### config.mk
export PLATFORM = sky130hd
export DESIGN_NAME = fx3_slave_fifo_rd_engine
export DESIGN_NICKNAME = d
export VERILOG_FILES = /design/src/rtl/fx3_slave_fifo_rd_engine.sv
export SDC_FILE = /design/constraint.sdc
export NUM_CORES = 1
export LEC_CHECK = 0
export ABC_AREA = 1
export CORE_ASPECT_RATIO = 1.4
export CORE_UTILIZATION = 52
export CTS_CLUSTER_SIZE = 24
export DETAILED_ROUTE_END_ITERATION = 10
export GPL_TIMING_DRIVEN = 0
export PLACE_DENSITY = 0.95
export SLEW_MARGIN = 20
export SYNTH_ARGS = -nofsm -noshare
export SYNTH_HDL_FRONTEND = slang
export SYNTH_SLANG_ARGS = --single-unit
### constraint.sdc
create_clock -name clk -period 4.4 [get_ports clk]
set_input_delay 1.1 -clock clk [delete_from_list [all_inputs] [get_ports clk]]
set_output_delay 1.1 -clock clk [all_outputs]
set_load 0.005 [all_outputs]
### src/rtl/fx3_slave_fifo_rd_engine.sv
// FX3 slave-FIFO read engine: sequences SLCS/SLOE/SLRD bursts from one socket and
// captures DQ after the read latency into a valid-qualified word stream.
module fx3_slave_fifo_rd_engine #(
   parameter int         DATA_W    = 32,
   parameter int         BURST_LEN = 256,
   parameter int         RD_LAT    = 2,
   parameter int         SETUP_CYC = 3,
   parameter int         OE_CYC    = 2,
   parameter logic [1:0] ADDR_RD   = 2'b11
) (
   input  logic              clk,
   input  logic              rst_n,
   input  logic              enable,
   input  logic              DATA_DIR,
   input  logic              FLAGA,
   input  logic              FLAGB,
   input  logic [DATA_W-1:0] DQ,
   input  logic              sink_afull,
   output logic              SLCS,
   output logic              SLOE,
   output logic              SLRD,
   output logic              SLWR,
   output logic [1:0]        A,
   output logic [DATA_W-1:0] m_data,
   output logic              m_valid,
   output logic              burst_done,
   output logic [12:0]       burst_words,
   output logic [31:0]       total_words,
   output logic [2:0]        state
);

   typedef enum logic [2:0] {
      S_IDLE  = 3'd0,
      S_ADDR  = 3'd1,
      S_WAIT  = 3'd2,
      S_OE    = 3'd3,
      S_READ  = 3'd4,
      S_DRAIN = 3'd5,
      S_DONE  = 3'd6
   } state_t;

   localparam logic [12:0] BURST_LEN_C = 13'(BURST_LEN);
   localparam logic [2:0]  SETUP_LAST  = 3'(SETUP_CYC - 1);
   localparam logic [2:0]  OE_LAST     = 3'(OE_CYC - 1);
   localparam logic [2:0]  DRAIN_LAST  = 3'(RD_LAT - 1);

   state_t              r_state, w_nextState;
   logic [2:0]          r_phaseCnt;
   logic [12:0]         r_issued;
   logic [12:0]         r_burstWords;
   logic                r_flagb;
   logic                r_slcs, r_sloe, r_slrd, r_done;
   logic [1:0]          r_a;
   logic [RD_LAT-1:0]   r_pipe;
   logic [DATA_W-1:0]   r_mData;
   logic                r_mValid;
   logic [31:0]         r_totalWords;
   logic                w_slcs, w_sloe, w_slrd, w_done, w_strobe;
   logic [1:0]          w_a;

   always_ff @(posedge clk or negedge rst_n) begin
      if (!rst_n) begin
         r_state      <= S_IDLE;
         r_phaseCnt   <= 3'd0;
         r_issued     <= 13'd0;
         r_burstWords <= 13'd0;
         r_flagb      <= 1'b1;
         r_slcs       <= 1'b1;
         r_sloe       <= 1'b1;
         r_slrd       <= 1'b1;
         r_done       <= 1'b0;
         r_a          <= ADDR_RD;
      end else begin
         r_state    <= w_nextState;
         r_phaseCnt <= (w_nextState == r_state) ? r_phaseCnt + 3'd1 : 3'd0;
         r_flagb    <= FLAGB;
         if (w_strobe) begin
            r_issued <= r_issued + 13'd1;
         end else if (w_nextState == S_DONE) begin
            r_burstWords <= r_issued;
            r_issued     <= 13'd0;
         end
         r_slcs <= w_slcs;
         r_sloe <= w_sloe;
         r_slrd <= w_slrd;
         r_done <= w_done;
         r_a    <= w_a;
      end
   end

   // r_issued already counts the strobe on the bus this cycle, so hitting BURST_LEN means the last one is out.
   always_comb begin
      w_nextState = r_state;
      case (r_state)
         S_IDLE:  if (!DATA_DIR && enable) w_nextState = S_ADDR;
         S_ADDR:  if (r_phaseCnt == SETUP_LAST) w_nextState = S_WAIT;
         S_WAIT:  if (FLAGA && !sink_afull) w_nextState = S_OE;
         S_OE:    if (r_phaseCnt == OE_LAST) w_nextState = S_READ;
         S_READ:  if ((r_issued == BURST_LEN_C) || !r_flagb) w_nextState = S_DRAIN;
         S_DRAIN: if (r_phaseCnt == DRAIN_LAST) w_nextState = S_DONE;
         S_DONE:  w_nextState = S_IDLE;
         default: w_nextState = S_IDLE;
      endcase
   end

   // Decoded from the next state so the registered strobes line up with the state they belong to.
   always_comb begin
      w_slcs   = 1'b1;
      w_sloe   = 1'b1;
      w_slrd   = 1'b1;
      w_done   = 1'b0;
      w_strobe = 1'b0;
      w_a      = ADDR_RD;
      case (w_nextState)
         S_IDLE:  if (DATA_DIR) w_a = 2'b00;
         S_ADDR,
         S_WAIT:  w_slcs = 1'b0;
         S_OE,
         S_DRAIN: begin
            w_slcs = 1'b0;
            w_sloe = 1'b0;
         end
         S_READ: begin
            w_slcs   = 1'b0;
            w_sloe   = 1'b0;
            w_strobe = r_flagb && (r_issued != BURST_LEN_C);
            w_slrd   = ~w_strobe;
         end
         S_DONE:  w_done = 1'b1;
         default: w_done = 1'b0;
      endcase
   end

   always_ff @(posedge clk or negedge rst_n) begin
      if (!rst_n) begin
         r_pipe       <= '0;
         r_mData      <= '0;
         r_mValid     <= 1'b0;
         r_totalWords <= 32'd0;
      end else begin
         r_pipe[0] <= w_strobe;
         for (int i = 1; i < RD_LAT; i++) begin
            r_pipe[i] <= r_pipe[i-1];
         end
         r_mValid <= r_pipe[RD_LAT-1];
         if (r_pipe[RD_LAT-1]) begin
            r_mData      <= DQ;
            r_totalWords <= r_totalWords + 32'd1;
         end
      end
   end

   assign SLCS        = r_slcs;
   assign SLOE        = r_sloe;
   assign SLRD        = r_slrd;
   assign SLWR        = 1'b1;
   assign A           = r_a;
   assign m_data      = r_mData;
   assign m_valid     = r_mValid;
   assign burst_done  = r_done;
   assign burst_words = r_burstWords;
   assign total_words = r_totalWords;
   assign state       = r_state;

endmodule

== After elaboration in Yosys (flattened, before gate mapping) ==
Index checks and enable logic that the tools add are counted.
Widths: inputs -> output; s select.
Word-level totals
  register bits: 106
  bits of input ports: 39
  output and inout bits: 88
  word-level logic and storage cells: 65
Operators by class
  add/subtract/negate cells: 3
  eq/ne operators: 16
  mux-type cells: 17
  bitwise gates (word level): 2
  reductions and logical operators: 13
Operators with widths (count)
  $add 32x1->32 const B: 1
  $mux 13: 2
  $mux 3: 7
  $pmux 3 s6: 1
  $eq 3x2->1 const B: 5
  $eq 3x3->1 const B: 5
  $add 13x1->13 const B: 1
  $eq 13x9->1 const B: 1
  $ne 13x9->1 const B: 1
  $eq 3x1->1 const B: 3
  $logic_not 3->1: 2
  $mux 1: 5
  $reduce_or 5->1: 1
  $mux 2: 2
  $add 3x1->3 const B: 1
  $eq 3x3->1: 1
  $logic_and 1x1->1: 3
  $logic_not 1->1: 3
  $reduce_or 3->1: 1
  $not 1->1: 2
  $reduce_and 2->1: 1
  $reduce_bool 2->1: 1
  $logic_or 1x1->1: 1

== Logic depth before layout (Yosys ltp) ==
Gate-level depths: netlist of run 1.
  depth in word-level cells: 8
  mapped depth: 13
  gate-level depth less buffers: 12

== Worst setup path before layout of run 1 ==
No wires, ideal clock.
  path type: input to register
  start point: in DATA_DIR
  end point: reg r_issued[8]
  setup time: 0.066 ns
  arrival: 1.863 ns
  data required time: 4.334 ns
  setup slack: 2.471 ns
  cell stages on the path: 10
  path buffers: 2
  cells stage by stage: inv_1 > nand4_1 > nand2_1 > nor2_1 > nand2_2 > inv_2 > buf_6 > buf_6 > nand4_1 > nand2_1
On the way
  word-level cells in the longest chain between the ends: 7
  elaborated cells on any way between the ends: 9
  those cells by class: 2 x eq/ne; 4 x mux; 3 x reduce/logical
Ends and longest elaborated chain
  start, declared: line 14  | input logic DATA_DIR,
  $logic_not 1->1 *: line 95  | S_IDLE: if (!DATA_DIR && enable) w_nextState = S_ADDR;
  $logic_and 1x1->1 *: line 95
  $mux 3 *: line 95
  $pmux 3 s6 *: line 94  | case (r_state)
  named net w_nextState[0]: line 47  | state_t r_state, w_nextState;
  $eq 3x3->1: line 114  | case (w_nextState)
  $mux 1: line 114
  $mux 13 / $reduce_bool 2->1 (equally long branches)
  end signal, assigned: line 78  | r_issued <= r_issued + 13'd1;
  end, declared: line 49  | logic [12:0] r_issued;
The timed path passes the listed nets; every way through them passes the cells marked *.
A chain may end at the register's enable or synchronous reset.

==> results of run 1 <==
[state kept, by name, summed over array words and instances (netlist names)]
register and flops:
m_valid 1, r_pipe 2, state 3, m_data 32, burst_done 1, burst_words 13
r_issued 13, A 1, SLOE 1, SLCS 1, r_flagb 1, r_phaseCnt 3
total_words 32, SLRD 1
[cell type report]
type                            count  area [sq um]  area share
Clock inverter                      4          28.8     0.00431
Sequential cell                   105          2630       0.394
Timing Repair Buffer              126          1280       0.192
Inverter                           53           199      0.0298
Tap cell                          107           134      0.0200
Buffer                             18           108      0.0161
Clock buffer                       12           246      0.0369
Multi-Input combinational cell    420          2050       0.307
[metrics by stage]
step | hold WS [ps] | worst slack [ps] | TNS, ps
CTS | 357 | 1840 | 0
global route | 363 | 1820 | 0
detailed placement | 341 | 1800 | 0
global placement | 332 | -1480 | -148930
finish | 354 | 1860 | 0
floorplan | 331 | 2470 | 0
[report_power, final]
group	total (mW)	switching (mW)	internal [mW]
Sequential	1.33	0.147	1.19
Clock	0.742	0.342	0.400
Combinational	1.07	0.520	0.554
Total	3.15	1.01	2.14
[worst paths after layout]
path	depth (start not counted)	endpoint	slack (ps)
min in group asynchronous	1	total_words[10]	700
max in group asynchronous	2	SLRD	3020
worst min-delay path	0	r_pipe[1]	350
worst min register to register	0	r_pipe[1]	350
worst max-delay path	2	A[1]	1860
worst max register to register	10	total_words[20]	2470
[cell usage in the layout (no fill, tap or decap), drive strengths merged]
cell           count
clkinvlp           2
clkinv             2
nor3              17
o21ai             15
inv               53
or2                1
nand4             19
nor3b              2
xor2              17
nand3             35
xnor2             10
nor2              44
a21oi              1
ha                 6
nand3b             8
o211ai             1
clkdlybuf4s50    124
clkbuf            22
dfrtp            100
nand2            242
conb               1
nor4               1
dfstp              5
buf               10
[cells by family (layout without fill, tap and decap cells)]
kind of cell | after synthesis | in the layout | share of synthesized area
buffers and inverters | 71 | 213 | 0.0614
XOR/XNOR | 27 | 27 | 0.0474
adder cells (fa/ha/maj) | 6 | 6 | 0.0150
flip-flops | 105 | 105 | 0.528
other | 1 | 1 | 0.000752
AO/OA/AOI/OAI | 17 | 17 | 0.0183
AND/OR/NAND/NOR | 369 | 369 | 0.329
[layer usage]
metal / GRT usage / vias up / routed length, um / share of wire
met3: 0.0568 / 62 / 753 / 0.061
met1: 0.295 / 2126 / 4600 / 0.37
met4: 0.153 / 0 / 580 / 0.047
met5: 0 / - / 0 / 0
met2: 0.472 / 198 / 6470 / 0.52
li1: - / 2133 / - / -
==> flow_metrics.env, run 1 <==
export IMPL_outcome="finished with violations"
export IMPL_violations="design-rule violations"
export IMPL_dieWidth_um=84.8
export IMPL_routed_wl_mm=12.4
export IMPL_netlist_area_leader_share=0.502
export IMPL_synth_most_common_cell="nand2_1"
export IMPL_synth_edf_count=0
export IMPL_cp_max_fo=2
export IMPL_clock_latency_ps=340
export IMPL_cpPeakStageDelay_ps=530
export IMPL_relSlewSlack=0.646
export IMPL_die_y_um=118
export IMPL_hp_class="flop to flop"
export IMPL_synth_seq_area_share=0.528
export IMPL_finish_utilization=0.727
export IMPL_drt_iter0_drc=296
export IMPL_antenna_found_initial=0
export IMPL_drt_first_pass_iters=9
export IMPL_synth_nets=641
export IMPL_grt_pass1_wl_mm=21.3
export IMPL_worstSetupStartpoint="A[0]"
export IMPL_setup_worst_path_class="flop to output pin"
export IMPL_final_nets=778
export IMPL_dieArea_sq_mm=0.0100
export IMPL_crit_chain="buf_4 > clkdlybuf4s50_1"
export IMPL_wire_per_inst_um=14.7
export IMPL_n_fill_cell=661
export IMPL_r2r_start="total_words[0]"
export IMPL_root_buffer="clkbuf_16"
export IMPL_hold_buffers=0
export IMPL_gr_usage_all_layers=0.268
export IMPL_cts_sinks=105
export IMPL_setup_viol=0
export IMPL_placed_cells=829
export IMPL_layoutNonFillerInstCount=845
export IMPL_timing_final_crit_share=0.578
export IMPL_vdd_drop_max_uv=369
export IMPL_p_per_area_mw_per_mm2=471
export IMPL_post_cts_resized=0
export IMPL_gp_congestion=1.00
export IMPL_drive_gt1_frac=0.0718
export IMPL_first_global_vias=4679
export IMPL_synthesis_area_sq_mm=0.00499
export IMPL_fp_row_count=41
export IMPL_end_kind="output pin"
export IMPL_antenna_cells=0
export IMPL_worstHoldStart="r_pipe[0]"
export IMPL_clk_pin_slew_ps=70
export IMPL_ys_top_cells_by_area="dfrtp_1 50%, nand2_1 18%, inv_1 3.8%"
export IMPL_start_kind="flop"
export IMPL_cp_arrival_ps=1440
export IMPL_final_hold_viol_count=0
export IMPL_via_per_inst=5.35
export IMPL_synth_top_area_cell="dfrtp_1"
export IMPL_final_antenna_net_count=0
export IMPL_cts_tree="built"
export IMPL_synth_main_ff_cell="dfrtp_1"
export IMPL_fmax_mhz=393
export IMPL_yosysWarnings=0
export IMPL_synth_cells=596
export IMPL_ys_ff_latch=105
export IMPL_worst_path_buf_inv=2
export IMPL_grt_overflow=0
export IMPL_area_growth_pct=33.9
export IMPL_core_sq_mm=0.00918
export IMPL_avgSynthCellArea_sq_um=8.37
export IMPL_async_flop_share=1.00
export IMPL_p_total_mw=3.15
export IMPL_h_tree_depth=3
export IMPL_critPathRequiredTime_ps=3300
export IMPL_cts_made_buffers=9
export IMPL_crit_family="buffers and inverters"
export IMPL_vias=4519
export IMPL_min_period_ps=2540
export IMPL_yosys_top_cells_count="235 x nand2_1, 100 x dfrtp_1, 50 x inv_1"
export IMPL_drc=10
export IMPL_dpl_cell_area_sq_mm=0.00640
export IMPL_num_io_pins=127
export IMPL_cts_setup_buffers=0
export IMPL_port_buffers=125
export IMPL_fin_skew_ps=7.68
export IMPL_cp_slowest_cell="dfstp_2"
export IMPL_ys_types=34
export IMPL_slew_violations=0
export IMPL_leakage_nw=3.16
export IMPL_clock_path_buffers=2
export IMPL_worst_pin_slew_ps=526
export IMPL_dp_hpwl_mm=9.42
export IMPL_rsz0062_at_grt="false"
export IMPL_design_area_sq_mm=0.00668
export IMPL_cap_violations=0
export IMPL_initial_core_util=0.543
export IMPL_grt_max_degree=54
Power figures use the tool's default switching activity.
==> inputs of run 2 (changes only) <==
Settings changed: CORE_UTILIZATION 52 to 49, PLACE_DENSITY 0.95 to 0.91.
Clock period 4.4 ns to 2.4 ns, I/O delays scaled along.
==> flow_metrics.env, run 2 (same netlist as run 1, synthesis figures left out) <==
export IMPL_outcome="completed"
export IMPL_fin_ws_ps=349
export IMPL_cts_tree="built"
export IMPL_worst_pin_slew_ps=574
export IMPL_cap_violations=0
export IMPL_setup_worst_path_class="flop to output pin"
export IMPL_cts_made_buffers=9
export IMPL_h_tree_depth=3
export IMPL_die_y_um=121
export IMPL_cp_max_fo=2
export IMPL_drc=0
export IMPL_routed_wl_mm=12.8
export IMPL_dp_slack_ps=288
export IMPL_drt_first_pass_iters=5
export IMPL_vdd_drop_max_uv=763
export IMPL_num_io_pins=127
export IMPL_clock_latency_ps=340
export IMPL_clk_pin_slew_ps=70
export IMPL_initial_core_util=0.504
export IMPL_final_cell_mix="235 x nand2_1, 124 x clkdlybuf4s50_1, 100 x dfrtp_1"
export IMPL_core_sq_mm=0.00990
export IMPL_clock_path_buffers=2
export IMPL_final_hold_viol_count=0
export IMPL_cp_slowest_cell="dfstp_2"
export IMPL_fp_row_count=43
export IMPL_fin_skew_ps=8.99
export IMPL_relSlewSlack=0.617
export IMPL_via_per_inst=5.17
export IMPL_antenna_cells=0
export IMPL_cp_arrival_ps=1450
export IMPL_crit_chain="buf_4 > clkdlybuf4s50_1"
export IMPL_grt_pass1_wl_mm=20.7
export IMPL_crit_family="buffers and inverters"
export IMPL_start_kind="flop"
export IMPL_dieArea_sq_mm=0.0106
export IMPL_vias=4509
export IMPL_p_total_mw=6.01
export IMPL_fmax_mhz=488
export IMPL_dp_hpwl_mm=9.55
export IMPL_hold_buffers=0
export IMPL_drive_gt1_frac=0.0733
export IMPL_final_nets=778
export IMPL_drt_iter0_drc=203
export IMPL_final_antenna_net_count=0
export IMPL_setup_tns_ps=0
export IMPL_leakage_nw=3.18
export IMPL_hp_class="primary input to asynchronous set/reset pin"
export IMPL_worst_path_buf_inv=2
export IMPL_gp_congestion=0.925
export IMPL_antenna_found_initial=0
export IMPL_timing_final_crit_share=0.855
export IMPL_final_common_cell="nand2_1"
export IMPL_dieWidth_um=87.3
export IMPL_first_global_vias=4446
export IMPL_rsz0062_at_grt="false"
export IMPL_cts_sinks=105
export IMPL_root_buffer="clkbuf_16"
export IMPL_grt_max_degree=61
export IMPL_post_cts_resized=0
export IMPL_gr_usage_all_layers=0.253
export IMPL_wire_per_inst_um=14.7
export IMPL_whs_ps=200
export IMPL_grt_overflow=0
export IMPL_p_per_area_mw_per_mm2=890
export IMPL_cts_setup_buffers=0
export IMPL_port_buffers=125
export IMPL_end_kind="output pin"
export IMPL_min_period_ps=2050
export IMPL_critPathRequiredTime_ps=1800
export IMPL_setup_viol=0
export IMPL_cpPeakStageDelay_ps=530
export IMPL_area_growth_pct=35.2
export IMPL_slew_violations=0
export IMPL_finish_utilization=0.682
run 2: metrics by stage:
| stage | std cells | instance area, sq um |
|---|---|---|
| floorplan | 596 | 4990 |
| global placement | 856 | 6410 |
| detailed placement | 857 | 6440 |
| CTS | 872 | 6750 |
| global route | 872 | 6750 |
| finish | 872 | 6750 |
run 2: final cells by class:
cell class	instances	area [sq um]
Clock inverter	6	83.8
Buffer	18	108
Fill cell	821	3150
Inverter	53	199
Sequential cell	105	2630
Timing Repair Buffer	126	1280
Clock buffer	9	225
Tap cell	135	169
Multi-Input combinational cell	420	2050
run 2: metal layers:
metal | GRT usage | up-vias | wire [um]
met5 | 0 | - | 0
met4 | 0.130 | 0 | 456
met3 | 0.0483 | 46 | 739
met2 | 0.446 | 188 | 6830
met1 | 0.287 | 2144 | 4800
li1 | - | 2131 | -
run 2: path summary, 6_finish.rpt:
path | startpoint | endpoint | cells after the start | slack (ps)
max reg2reg | r_issued[0] | r_issued[6] | 13 | 470
min | rst_n | total_words[11] | 1 | 200
max | A[0] | A[1] | 2 | 350
min in group clk | r_pipe[0] | r_pipe[1] | 0 | 350
max in group asynchronous | rst_n | total_words[22] | 2 | 1560
min reg2reg | r_pipe[0] | r_pipe[1] | 0 | 350
run 2: power breakdown:
part	internal [mW]	total [mW]	leakage (nW)	switching [mW]
Sequential	2.17	2.46	1.35	0.282
Clock	0.905	1.54	0.155	0.639
Combinational	1.02	2.01	1.68	0.992
==> inputs of run 3 (changes only) <==
Settings changed: TNS_END_PERCENT set to 10.
==> results of run 3 <==
No change in the layout: final DEF, timing and power equal those of run 2.
